<file path="config.mk">
export PLATFORM = sky130hd
export DESIGN_NAME = muldiv_unit
export DESIGN_NICKNAME = d
export VERILOG_FILES = /design/src/rtl/muldiv_pkg.sv /design/src/rtl/muldiv_sign_fix.sv /design/src/rtl/muldiv_unit.sv
export SDC_FILE = /design/constraint.sdc
export NUM_CORES = 1
export LEC_CHECK = 0
export ABC_AREA = 0
export BUFFER_PORTS_ARGS = -buffer_cell sky130_fd_sc_hd__buf_4
export CAP_MARGIN = 40
export CELL_PAD_IN_SITES_DETAIL_PLACEMENT = 1
export CELL_PAD_IN_SITES_GLOBAL_PLACEMENT = 1
export CORE_ASPECT_RATIO = 1.25
export CORE_MARGIN = 5
export CORE_UTILIZATION = 33
export DETAILED_ROUTE_END_ITERATION = 10
export HOLD_SLACK_MARGIN = 0.06
export PLACE_DENSITY_LB_ADDON = 0.05
export SYNTH_ARGS = -nofsm -noshare
export SYNTH_HDL_FRONTEND = slang
export SYNTH_SLANG_ARGS = --single-unit
</file>
<file path="constraint.sdc">
create_clock -name CLK -period 4.5 [get_ports CLK]
set_input_delay 0 -clock CLK [delete_from_list [all_inputs] [get_ports CLK]]
set_output_delay 0 -clock CLK [all_outputs]
set_load 0.01 [all_outputs]
</file>
<file path="src/rtl/muldiv_pkg.sv">
// Shared RV32M definitions: ALUOP codes, state encoding, widths.
// Imported by control_unit, alu and the multi-cycle mul/div unit.
package muldiv_pkg;

    localparam int XLEN  = 32;
    localparam int ITERS = 32;

    localparam logic [4:0] ALUOP_MUL    = 5'b01001;
    localparam logic [4:0] ALUOP_MULH   = 5'b01010;
    localparam logic [4:0] ALUOP_MULHU  = 5'b01011;
    localparam logic [4:0] ALUOP_MULHSU = 5'b01100;
    localparam logic [4:0] ALUOP_DIV    = 5'b01101;
    localparam logic [4:0] ALUOP_DIVU   = 5'b01110;
    localparam logic [4:0] ALUOP_REM    = 5'b01111;
    localparam logic [4:0] ALUOP_REMU   = 5'b10000;

    typedef enum logic [1:0] {
        S_IDLE   = 2'd0,
        S_CALC   = 2'd1,
        S_FINISH = 2'd2
    } state_t;

    function automatic logic is_muldiv(input logic [4:0] op);
        return (op >= ALUOP_MUL) && (op <= ALUOP_REMU);
    endfunction

    function automatic logic is_mul(input logic [4:0] op);
        return (op >= ALUOP_MUL) && (op <= ALUOP_MULHSU);
    endfunction

endpackage

</file>
<file path="src/rtl/muldiv_sign_fix.sv">
// Sign handling around the unsigned iterative core: operand magnitudes
// on entry, sign correction and RISC-V special results on exit.
module muldiv_sign_fix #(
    parameter int XLEN = muldiv_pkg::XLEN
) (
    input  logic [4:0]        start_op,
    input  logic [XLEN-1:0]   data1,
    input  logic [XLEN-1:0]   data2,
    output logic [XLEN-1:0]   mag1,
    output logic [XLEN-1:0]   mag2,
    output logic              sgn1,
    output logic              sgn2,
    output logic              dzero,
    output logic              dovf,
    input  logic [4:0]        op,
    input  logic              s1,
    input  logic              s2,
    input  logic              zero,
    input  logic              ovf,
    input  logic [XLEN-1:0]   m1,
    input  logic [2*XLEN-1:0] acc,
    output logic [XLEN-1:0]   result
);
    import muldiv_pkg::*;

    localparam logic [XLEN-1:0] MINV = {1'b1, {(XLEN-1){1'b0}}};

    logic              signed1;
    logic              signed2;
    logic              isdiv;
    logic              sdiv;
    logic [2*XLEN-1:0] prod;
    logic [XLEN-1:0]   quo;
    logic [XLEN-1:0]   rem;
    logic [XLEN-1:0]   dvd;

    // Magnitudes, sign flags and divide special-case flags for START
    always_comb begin
        signed1 = (start_op == ALUOP_MUL) || (start_op == ALUOP_MULH) ||
                  (start_op == ALUOP_MULHSU) || (start_op == ALUOP_DIV) ||
                  (start_op == ALUOP_REM);
        signed2 = (start_op == ALUOP_MUL) || (start_op == ALUOP_MULH) ||
                  (start_op == ALUOP_DIV) || (start_op == ALUOP_REM);
        sdiv    = (start_op == ALUOP_DIV) || (start_op == ALUOP_REM);
        isdiv   = is_muldiv(start_op) && !is_mul(start_op);
        sgn1    = signed1 & data1[XLEN-1];
        sgn2    = signed2 & data2[XLEN-1];
        mag1    = sgn1 ? -data1 : data1;
        mag2    = sgn2 ? -data2 : data2;
        dzero   = isdiv && (data2 == '0);
        dovf    = sdiv && (data1 == MINV) && (data2 == '1);
    end

    // Sign correction and special-case selection for FINISH
    always_comb begin
        prod   = (s1 ^ s2) ? -acc : acc;
        quo    = (s1 ^ s2) ? -acc[XLEN-1:0] : acc[XLEN-1:0];
        rem    = s1 ? -acc[2*XLEN-1:XLEN] : acc[2*XLEN-1:XLEN];
        dvd    = s1 ? -m1 : m1;
        result = '0;
        unique case (1'b1)
            (op == ALUOP_MUL):
                result = prod[XLEN-1:0];
            (op == ALUOP_MULH) || (op == ALUOP_MULHU) ||
            (op == ALUOP_MULHSU):
                result = prod[2*XLEN-1:XLEN];
            (op == ALUOP_DIV) || (op == ALUOP_DIVU):
                result = zero ? '1 : (ovf ? MINV : quo);
            (op == ALUOP_REM) || (op == ALUOP_REMU):
                result = zero ? dvd : (ovf ? '0 : rem);
            default:
                result = '0;
        endcase
    end

endmodule

</file>
<file path="src/rtl/muldiv_unit.sv">
// Iterative RV32M multiply/divide unit for the EX stage.
// Fixed 33-cycle latency; BUSY stalls the front of the pipe until DONE.
module muldiv_unit #(
    parameter int XLEN  = muldiv_pkg::XLEN,
    parameter int ITERS = muldiv_pkg::ITERS
) (
    input  logic            CLK,
    input  logic            RESET,
    input  logic            START,
    input  logic [4:0]      ALUOP,
    input  logic [XLEN-1:0] DATA1,
    input  logic [XLEN-1:0] DATA2,
    input  logic            FLUSH,
    output logic            BUSY,
    output logic            DONE,
    output logic [XLEN-1:0] RESULT
);
    import muldiv_pkg::*;

    localparam int            CW   = $clog2(ITERS);
    localparam logic [CW-1:0] LAST = CW'(ITERS - 1);

    state_t            state_q;
    state_t            state_d;
    logic              accept;
    logic [4:0]        op_q;
    logic [XLEN-1:0]   m1_q;
    logic [XLEN-1:0]   m2_q;
    logic              s1_q;
    logic              s2_q;
    logic              zero_q;
    logic              ovf_q;
    logic [2*XLEN-1:0] acc_q;
    logic [2*XLEN-1:0] acc_step;
    logic [CW-1:0]     cnt_q;
    logic [XLEN:0]     madd;
    logic [XLEN:0]     rtry;
    logic [XLEN:0]     rsub;
    logic [XLEN-1:0]   mag1;
    logic [XLEN-1:0]   mag2;
    logic              sgn1;
    logic              sgn2;
    logic              dzero;
    logic              dovf;
    logic [XLEN-1:0]   fix_result;

    muldiv_sign_fix #(.XLEN(XLEN)) u_fix (
        .start_op (ALUOP),
        .data1    (DATA1),
        .data2    (DATA2),
        .mag1     (mag1),
        .mag2     (mag2),
        .sgn1     (sgn1),
        .sgn2     (sgn2),
        .dzero    (dzero),
        .dovf     (dovf),
        .op       (op_q),
        .s1       (s1_q),
        .s2       (s2_q),
        .zero     (zero_q),
        .ovf      (ovf_q),
        .m1       (m1_q),
        .acc      (acc_q),
        .result   (fix_result)
    );

    assign accept = (state_q == S_IDLE) && START && !FLUSH &&
                    is_muldiv(ALUOP);
    assign BUSY   = (state_q != S_IDLE);

    // State register
    always_ff @(posedge CLK) begin
        if (RESET) state_q <= S_IDLE;
        else       state_q <= state_d;
    end

    // Next-state: accept, iterate ITERS times, finish; FLUSH aborts
    always_comb begin
        state_d = state_q;
        unique case (state_q)
            S_IDLE:   if (accept) state_d = S_CALC;
            S_CALC: begin
                if (FLUSH)              state_d = S_IDLE;
                else if (cnt_q == LAST) state_d = S_FINISH;
            end
            S_FINISH: state_d = S_IDLE;
            default:  state_d = S_IDLE;
        endcase
    end

    // One iteration: shift-add for multiply, restoring step for divide.
    // acc holds {partial product, multiplier} or {remainder, quotient}.
    always_comb begin
        madd = {1'b0, acc_q[2*XLEN-1:XLEN]} +
               (acc_q[0] ? {1'b0, m1_q} : '0);
        rtry = {acc_q[2*XLEN-1:XLEN], acc_q[XLEN-1]};
        rsub = rtry - {1'b0, m2_q};
        if (is_mul(op_q))
            acc_step = {madd, acc_q[XLEN-1:1]};
        else if (rsub[XLEN])
            acc_step = {rtry[XLEN-1:0], acc_q[XLEN-2:0], 1'b0};
        else
            acc_step = {rsub[XLEN-1:0], acc_q[XLEN-2:0], 1'b1};
    end

    // Operand latch on accept, iterative datapath and counter in CALC
    always_ff @(posedge CLK) begin
        if (RESET) begin
            op_q   <= '0;
            m1_q   <= '0;
            m2_q   <= '0;
            s1_q   <= 1'b0;
            s2_q   <= 1'b0;
            zero_q <= 1'b0;
            ovf_q  <= 1'b0;
            acc_q  <= '0;
            cnt_q  <= '0;
        end else if (accept) begin
            op_q   <= ALUOP;
            m1_q   <= mag1;
            m2_q   <= mag2;
            s1_q   <= sgn1;
            s2_q   <= sgn2;
            zero_q <= dzero;
            ovf_q  <= dovf;
            acc_q  <= {{XLEN{1'b0}}, (is_mul(ALUOP) ? mag2 : mag1)};
            cnt_q  <= '0;
        end else if (state_q == S_CALC) begin
            acc_q  <= acc_step;
            cnt_q  <= cnt_q + CW'(1);
        end
    end

    // Result write and one-cycle DONE pulse, suppressed by FLUSH
    always_ff @(posedge CLK) begin
        if (RESET) begin
            DONE   <= 1'b0;
            RESULT <= '0;
        end else begin
            DONE <= 1'b0;
            if (state_q == S_FINISH && !FLUSH) begin
                DONE   <= 1'b1;
                RESULT <= fix_result;
            end
        end
    end

endmodule

</file>
==> results.md, run 1 <==
* Horiz. Die Dim at around 210 um
* Min cycle time layout at 3.91 ns
* Detailed-route wire length per cell at between 20 and 30 um
* R2R Path Start: acc_q[34]
* Largest net degree at the start of global routing at 71
* CP Max Fanout at 22
* First-pass GRT wire length at about 110000 um
* Starting Density at 0.334
* Htree depth at 4
* Final Wtd Congestion at approximately 0.93
* Most instantiated library cell after synthesis: nand2_1
* Status: finished, final reports clean
* Clk slew on worst S/H paths at ~0.080 ns
* Critical Path AT at 4.30 ns
* Final Skew at about 0.018 ns
* Post-synth top area share at 0.219
* GR Util All Layers at 0.276
* CP endpoint kind: register
* Final number of setup-violating endpoints at 0
* Cts repair resizes at 0
* CTS tree: built
* Remaining antenna violation count at 0
* Critical path's slowest cell: dfxtp_1
* Crit Path Category: register to register
* Drt drc at 0
* Leak at about 7.2 nW
* Layout area overhead at 17.5%
* # IOs at 107
* Sinks on the clock net at 177
* HP Class: primary input to register
* Asr flop ratio synth at 0
* Max-cap violations at 0
* Final Hold Vio Count at 0
* Syn nets at about 2400
* Yosys cell types at 86
* Core area at 0.0484 mm2
* CP cell instances: ha_1, o211ai_1, a21oi_1, o21ai_0, a31oi_1, a2111oi_0, buf_4, xor2_4, buf_4, a21oi_1, o21ai_0, o211ai_1, a21oi_1
* Worst Path Required at 4.89 ns
* Placed Cells at approximately 2900
* Power per standard cell area at between 200 and 300 mW/mm2
* Synthesis Warnings at 0
* 1st-pass router iterations at 5
* Worst setup margin at between 0.5 and 0.6 ns
* Post-synth EDFFs at 0
* Worst skew pair latency at 0.48 ns
* Relative slew slack at 0.398
* Slew Viols, Final at 0
* Most used cell, CP: a21oi_1
* Die height at 258 um
* Top cells by area, synth: dfxtp_1 (22%), xnor2_1 (7.1%), nand2_1 (6.5%)
* Dpl hpwl at 61100 um
* Vias in the first global route at around 18000
* Post-Synthesis Cells at around 2300
* Synth Register Bits at 177
* Final Non-Filler Cells at 3024
* # fillers at 5994
* Grt total ovfl at 0
* Post-Route WL at 76700 um
* DR vias/cell at 5.81
* Max Freq at 255 MHz
* Syn Area/Cell at between 7 and 8 um2
* Critical Path Source: acc_q[34]
* Worst VDD drop at 0.269 mV
* Final Net Count at 2513
* Post-Place Worst Slack at 0.618 ns
* Seq/Total Area, Yosys at 0.219
* Worst-margin pin slew at 0.903 ns
* Yosys top cell by area: dfxtp_1
* WHS at 0.0752 ns
* Die area at 0.0536 mm2
* Port Buffers at approximately 110
* Synth Cell Area at 0.0162 mm2
* Clock buffer depth at 2
* Hold_sp: DATA2[25]
* Initial antenna violation count at 2
* Layout cells sized above 1 at 0.110
* TritonCTS buffer count at 17
* Num rows at 90
* Final Cycle Share at 0.870
* Crit path largest cell delay at ~0.67 ns
* Starting DRT DRC Count at 1176
* CP Launch Type: register
* Post-synth top cells: nand2_1 (281), nor2_1 (223), a21oi_1 (208), dfxtp_1 (177), clkbuf_1 (160)
* Most used DFF post-synth: dfxtp_1
* Vias at 17600
* Setup TNS at 0 ns
* Root Driver: clkbuf_16
* Total power draw at 0.00489 W
* RSZ-0062 raised after global routing: false
[cell families (layout without fill, tap and decap cells)]
logic type / count (synthesis) / in the layout / share of synthesized area
AOI/OAI and AO/OA: 732 / 732 / 0.292
xor gates and xnor gates: 240 / 240 / 0.130
adders and majority gates: 74 / 74 / 0.0581
buffers and inverters: 247 / 343 / 0.0584
DFF: 177 / 177 / 0.219
muxes: 15 / 15 / 0.00951
other: 0 / 1 / 0
and+or+nand+nor: 798 / 798 / 0.233
[metal layers]
metal | vias up | track usage | routed length, um
met5 | - | 0 | 0
met4 | 0 | 0.115 | 3280
met3 | 111 | 0.0314 | 2950
met2 | 428 | 0.487 | 37900
met1 | 8665 | 0.341 | 32600
li1 | 8364 | - | -
[worst paths after layout]
| check | cells past startpoint | slack (ns) | to |
|---|---|---|---|
| setup / recovery | 13 | 0.59 | acc_q[59] |
| hold / removal | 3 | 0.08 | m2_q[25] |
| setup reg to reg | 13 | 0.59 | acc_q[59] |
| hold reg to reg | 2 | 0.46 | m2_q[31] |
[sequential cells by signal (all words and copies together), names as in the netlist, 2 cells and up]
| signal | flops |
|---|---|
| m1_q | 32 |
| m2_q | 32 |
| acc_q | 64 |
| cnt_q | 5 |
| op_q | 5 |
| state_q | 2 |
| RESULT | 32 |
[layout by cell type, fill, tap and decap left out, types with 72 or more instances in the layout]
cell type,n
nand2_1,280
nor2_1,223
a21oi_1,208
dfxtp_1,176
buf_4,171
o21ai_0,146
xnor2_1,131
xor2_1,106
a211oi_1,74
ha_1,72
[metrics by stage]
step | cell area, um2 | utilization
2_1_floorplan | 16200 | -
3_3_place_gp | 17700 | 0.365
3_5_place_dp | 17700 | 0.366
4_1_cts | 19000 | 0.393
5_1_grt | 19000 | 0.393
6_report | 19000 | 0.393
[layout make-up]
class / instances / area (um2) / area share
Clock inverter: 12 / 170 / 0.00895
Sequential cell: 177 / 3540 / 0.186
Inverter: 69 / 259 / 0.0136
Tap cell: 644 / 806 / 0.0424
Antenna cell: 1 / 2.50 / 0.000132
Multi-Input combinational cell: 1859 / 11800 / 0.619
Timing Repair Buffer: 242 / 2020 / 0.106
Clock buffer: 20 / 447 / 0.0235
[report_power, final]
| group | leakage, nW | internal (W) | total, W | switching [W] |
|---|---|---|---|---|
| sequential | 1.43 | 0.00161 | 0.00169 | 0.0000834 |
| clock | 0.292 | 0.000903 | 0.00166 | 0.000760 |
| combinational | 5.49 | 0.000585 | 0.00153 | 0.000949 |
[critical path, delay by kind of cell (launching register included)]
kind | cells | cell delay [ns]
AOI/OAI and AO/OA | 9 | 1.72
DFF | 1 | 0.67
buffers and inverters | 2 | 0.52
xor gates and xnor gates | 1 | 0.52
adders and majority gates | 1 | 0.38
[what timing repair did]
item,in CTS,in global routing
hold buffers,65,0
buffers inserted,0,0
hold endpoints to repair,84,0
Power figures use the tool's default switching activity.
==> run 2, diff against run 1 <==
--- a/config.mk
+++ b/config.mk
@@ -16,6 +16,7 @@
 export DETAILED_ROUTE_END_ITERATION = 10
 export HOLD_SLACK_MARGIN = 0.06
 export PLACE_DENSITY_LB_ADDON = 0.05
+export REMOVE_ABC_BUFFERS = 1
 export SYNTH_ARGS = -nofsm -noshare
 export SYNTH_HDL_FRONTEND = slang
 export SYNTH_SLANG_ARGS = --single-unit
==> run 2 against run 1 <==
Non-clock buffer count grew 3; cell area grew 0.20%; critical path depth shrank 1; clock skew shrank 0.0039 ns; sequential power is essentially flat; utilization grew 0.080 points; via count grew 0.22%; count of clock-buffer cells in the layout shrank 2; sequential share of layout area is essentially flat; die area is the same; total power shrank 1.5%; largest cell class unchanged; largest power group unchanged.
==> results.md, run 2 (synthesis results as in run 1) <==
* WHS at 0.110 ns
* Largest Register: acc_q
* Setup TNS at 0 ns
* HP Class: primary input to register
* Max-cap violations at 0
* Clk slew on worst S/H paths at 0.08 ns
* First-pass GRT wire length at 112000 um
* Hold_sp: DATA2[1]
* Cts repair resizes at 0
* Clock buffer depth at 2
* Num rows at 90
* Final Net Count at 2516
* Horiz. Die Dim at 208 um
* Vias in the first global route at between 15000 and 20000
* CP Launch Type: register
* Relative slew slack at 0.418
* Min cycle time layout at 3.82 ns
* # IOs at 107
* Total power draw at 0.00481 W
* Root Driver: clkbuf_16
* Crit path buf inv count at 1
* 1st-pass router iterations at 5
* R2R Path Start: acc_q[32]
* Post-Route WL at 74000 um
* Power per standard cell area at 253 mW/mm2
* Max Freq at 261 MHz
* Final Cycle Share at 0.850
* Crit path largest cell delay at approximately 0.54 ns
* Largest net degree at the start of global routing at 88
* Placed Cells at around 2900
* Final Skew at 0.0144 ns
* Detailed-route wire length per cell at 24.5 um
* Grt total ovfl at 0
* Initial antenna violation count at 3
* Leak at 7.20 nW
* CP Max Fanout at 7
* Antenna cells at 0
* Worst path top cell family by delay: simple AND/OR/NAND/NOR gates
* Status: finished, final reports clean
* Max reg flops at 64
* CP cell instances: inv_1, ha_1, or3b_4, or4b_4, nor4_4, nand2_2, or4_4, o31ai_2, xnor2_1, a22oi_1, o221a_1, a211oi_1
* Layout area overhead at 17.7%
* Die area at approximately 0.054 mm2
* Final instance area at around 0.019 mm2
* RSZ-0062 raised after global routing: false
* Slew Viols, Final at 0
* Drt drc at 0
* Critical Path Source: acc_q[32]
* Worst-margin pin slew at 0.873 ns
* Remaining antenna violation count at 0
* Critical path's slowest cell: or4b_4
* Final Hold Vio Count at 0
* Die height at between 200 and 300 um
* TritonCTS buffer count at 17
* Core area at just under 0.05 mm2
* GR Util All Layers at 0.267
* Vias at 17600
* Most frequent cells in the layout: nand2_1 (280), nor2_1 (222), a21oi_1 (208)
* Final number of setup-violating endpoints at 0
* Htree depth at 4
* Dpl hpwl at 57200 um
* Critical Path AT at 4.20 ns
* Starting Density at 0.334
* Worst Path Required at 4.88 ns
* Crit Path Category: register to register
* Port Buffers at 106
* CP endpoint kind: register
* Starting DRT DRC Count at roughly 1300
* DR vias/cell at around 5.8
* Final Non-Filler Cells at 3026
* Sinks on the clock net at between 150 and 200
* Worst VDD drop at 0.276 mV
* Worst skew pair latency at roughly 0.47 ns
* Layout cells sized above 1 at 0.106
* Placed instance area at around 0.018 mm2
* Final Wtd Congestion at roughly 0.94
* Most common cell after layout, fill and taps aside: nand2_1
* CTS tree: built
==> run 2: final cells by class <==
class                   count  area, um2
flip-flops and latches    177       3540
multi-input cells        1859      11800
well taps                 644        806
clock inverters            14        166
clock buffers              18        429
inverters                  69        259
fillers                  6054      29400
repair buffers            245       2080
==> run 2: layer usage <==
metal  global-route usage  vias up  routed length (um)
li1                     -     8378                   -
met1                0.346     8711               33300
met2                0.470      422               36000
met3               0.0262       91                2650
met4               0.0779        4                2080
met5                    0        -                  14
==> run 2: metrics by stage <==
step | setup slack [ns] | util
after floorplan | -0.985 | -
after global placement | 0.801 | 0.364
after detailed placement | 0.729 | 0.365
after CTS | 0.698 | 0.393
after global routing | 0.438 | 0.393
final | 0.676 | 0.393
==> run 2: power breakdown <==
part           switching, W  leakage [nW]  total (W)  internal (W)
logic              0.000940          5.48    0.00154      0.000602
clock network      0.000829         0.286    0.00158      0.000750
registers         0.0000850          1.43    0.00169       0.00161
total               0.00185          7.20    0.00481       0.00296
==> run 2: final timing paths <==
| path | end | slack (ns) | cells after the start |
|---|---|---|---|
| max | RESULT[26] | 0.68 | 12 |
| min | m2_q[1] | 0.11 | 3 |
| max reg2reg | RESULT[26] | 0.68 | 12 |
| min reg2reg | m2_q[0] | 0.47 | 2 |
==> run 2: timing repair <==
item / 4_1_cts / 5_1_grt
hold endpoints to repair: 96 / 0
hold buffers: 80 / 0
buffers inserted: 0 / 0
==> run 2: worst register-to-register path: stages, from the launching register on <==
cell and delay (ns):
dfxtp_1 0.40, inv_1 0.15, ha_1 0.19, or3b_4 0.40
or4b_4 0.54, nor4_4 0.48, nand2_2 0.15, or4_4 0.50
o31ai_2 0.23, xnor2_1 0.15, a22oi_1 0.09, o221a_1 0.27
a211oi_1 0.20
==> run 3, diff against run 2 <==
--- a/config.mk
+++ b/config.mk
@@ -5,7 +5,7 @@
 export SDC_FILE = /design/constraint.sdc
 export NUM_CORES = 1
 export LEC_CHECK = 0
-export ABC_AREA = 0
+export ABC_AREA = 1
 export BUFFER_PORTS_ARGS = -buffer_cell sky130_fd_sc_hd__buf_4
 export CAP_MARGIN = 40
 export CELL_PAD_IN_SITES_DETAIL_PLACEMENT = 1
==> constraint.sdc (replaced) <==
create_clock -name CLK -period 3.1 [get_ports CLK]
set_input_delay 0 -clock CLK [delete_from_list [all_inputs] [get_ports CLK]]
set_output_delay 0 -clock CLK [all_outputs]
set_load 0.01 [all_outputs]
==> run 3 against run 2 <==
Worst hold slack lost 0.015 ns; cell area up 18%; synthesized cell count up 49%; fmax is 25% higher; via count grew 37%; sequential power increased by 47%; clock power increased by 44%; critical path type unchanged; utilization fell by 0.16 points; register-to-register slack worse by 0.64 ns; non-clock buffer count up 33; setup slack got worse by 0.64 ns; total power increased by 77%.
==> results.md, run 3 <==
* First-pass GRT wire length at ~160000 um
* Root Driver: clkbuf_16
* Max reg flops at 64
* HP Class: primary input to register
* Final instance area at 0.0225 mm2
* CP Launch Type: register
* Remaining antenna violation count at 0
* # IOs at 107
* CP cell instances: buf_4, inv_2, ha_1, nand2_1, nor2_1, nand2_1, nor2_1, nand2_1, nand2_1, nand2_1, nand2_1, nor2_1, nor2_1, nand3_1, nand2_1, a21oi_1
* Vias in the first global route at 24500
* Setup TNS at 0 ns
* Detailed-route wire length per cell at around 24 um
* CP Max Fanout at 17
* Yosys top cell by area: nand2_1
* WHS at 0.0950 ns
* Slew Viols, Final at 0
* Status: finished, final reports clean
* Critical path's slowest cell: dfxtp_2
* Post-synth top area share at 0.201
* Starting DRT DRC Count at 1604
* Placed instance area at 0.0212 mm2
* Most instantiated library cell after synthesis: nand2_1
* Final Wtd Congestion at slightly above 1
* Largest net degree at the start of global routing at 81
* Final number of setup-violating endpoints at 0
* Final Skew at 0.0114 ns
* Layout area overhead at 17.2%
* Core area at ~0.057 mm2
* Synth Cell Area at 0.0192 mm2
* Crit path buf inv count at 2
* Die area at 0.0631 mm2
* Worst VDD drop at approximately 0.32 mV
* Htree depth at 4
* CTS tree: built
* Yosys cell types at 59
* Most used DFF post-synth: dfxtp_1
* Starting Density at 0.334
* CP endpoint kind: register
* Worst path top cell family by delay: simple AND/OR/NAND/NOR gates
* Most used cell, CP: nand2_1
* Relative slew slack at 0.484
* Critical Path AT at roughly 3.5 ns
* Worst skew pair latency at 0.51 ns
* Layout cells sized above 1 at 0.0996
* Final Cycle Share at 0.990
* RSZ-0062 raised after global routing: false
* Top cells by area, synth: nand2_1 (20%), dfxtp_1 (18%), nand3_1 (8.3%)
* GR Util All Layers at 0.327
* Reg-to-Reg End: RESULT[30]
* Min cycle time layout at 3.07 ns
* Power per standard cell area at 379 mW/mm2
* Max Freq at about 330 MHz
* Leak at 11.2 nW
* Final Net Count at 3737
* Final Hold Vio Count at 0
* Drt drc at 0
* Most frequent cells in the layout: nand2_1 (1026), inv_1 (401), nor2_1 (382)
* Grt total ovfl at 0
* Most common cell after layout, fill and taps aside: nand2_1
* Initial antenna violation count at 1
* Critical Path Source: acc_q[0]
* Reg2Reg Depth at 16
* Die height at 280 um
* Clock buffer depth at 2
* Hold_sp: DATA2[17]
* WP depth at 16
* Worst Path Required at 3.48 ns
* 1st-pass router iterations at 6
* Post-synth EDFFs at 0
* Post-Route WL at approximately 110000 um
* Seq/Total Area, Yosys at 0.185
* Horiz. Die Dim at 226 um
* Clk slew on worst S/H paths at approximately 0.08 ns
* Worst-margin pin slew at approximately 0.77 ns
* Num rows at 98
* DR vias/cell at 5.52
* Setup Buffers After CTS at 0
* Post-synth top cells: nand2_1 (1026), inv_1 (401), nor2_1 (383), nand3_1 (318), o21ai_0 (247)
* Synthesis Warnings at 0
* Syn Area/Cell at 5.62 um2
* Worst Setup EP: RESULT[30]
* Crit path largest cell delay at 0.43 ns
* Final Util at 0.392
* Port Buffers at approximately 110
* R2R setup slack at 0.03 ns
* Asr flop ratio synth at 0
* Dpl hpwl at 87400 um
* TritonCTS buffer count at 17
* Crit Path Category: register to register
* Synth Register Bits at 177
* Sinks on the clock net at 177
* Post-Synthesis Cells at 3411
* Vias at between 20000 and 25000
* R2R Path Start: acc_q[0]
* Max-cap violations at 0
* Largest Register: acc_q
==> run 3: cell count changes after synthesis, moves of 101 or more <==
| cell | previous run | this run |
|---|---|---|
| nand2_1 | 281 | 1026 |
| xnor2_1 | 132 | 22 |
| o21ai_0 | 146 | 247 |
| nor2_1 | 223 | 383 |
| nand3_1 | 53 | 318 |
| inv_1 | 69 | 401 |
| clkbuf_1 | 160 | 36 |
==> run 3: layer usage <==
layer | GRT usage | part of all wire
met5 | 0 | 0
met4 | 0.194 | 0.072
met3 | 0.0505 | 0.048
met2 | 0.538 | 0.46
met1 | 0.401 | 0.42
==> run 3: final cells by class <==
type                       instances  area [um2]
antenna                            1        2.50
clock buffer                      20         447
clock inverter                    12         126
fill                            7911       34900
inverter                         430        1620
multi-input combinational       2686       13400
sequential                       177        3550
tap                              750         938
timing repair buffer             278        2390
==> run 3: stage by stage <==
stage / setup slack [ns] / total power, W / cells
6_report: 0.0307 / 0.00851 / 4354
5_1_grt: 0.0318 / 0.00902 / 4353
4_1_cts: 0.0942 / 0.00853 / 4353
3_5_place_dp: 0.115 / 0.00615 / 4247
3_3_place_gp: 0.104 / 0.00606 / 4246
2_1_floorplan: -2.55 / 0.00476 / 3293
==> run 3: how the worst min path moves through the flow <==
stage,end,slack (ns),cells after the start
5_1_grt,acc_q[17],0.1,5
3_3_place_gp,state_q[1],0.29,4
3_5_place_dp,state_q[1],0.31,4
2_1_floorplan,RESULT[0],0.07,1
6_report,m2_q[17],0.1,5
4_1_cts,ovf_q,0.06,6
==> run 3: logic make-up (layout without fill, tap and decap cells) <==
logic type               count (synthesis)  after routing  share of synthesized area
AND/OR/NAND/NOR                       1895           1895                      0.419
AO/OA/AOI/OAI                          614            614                      0.183
buffers and inverters                  548            740                      0.117
flip-flops                             177            177                      0.185
XOR/XNOR                               103            103                     0.0470
adder cells (fa/ha/maj)                 74             74                     0.0491
other                                    0              1                          0
==> run 3: repair_timing <==
| item | CTS | global route |
|---|---|---|
| gates resized for setup | 0 | 1 |
| hold buffers | 74 | 0 |
| endpoints found under the setup margin | 0 | 17 |
| hold endpoints to repair | 111 | 0 |
==> run 3: where the power goes <==
group          switching [W]  leakage, nW  internal [W]  total, W
clock network        0.00113        0.268       0.00115   0.00228
logic                0.00258         9.51       0.00116   0.00375
registers           0.000125         1.44       0.00236   0.00249
total                0.00384         11.2       0.00467   0.00851
==> run 3: tightest hold or removal path, stage by stage <==
cell     delay, ns
buf_4         0.12
inv_1         0.10
xor2_1        0.13
nand2_1       0.10
o21ai_0       0.09
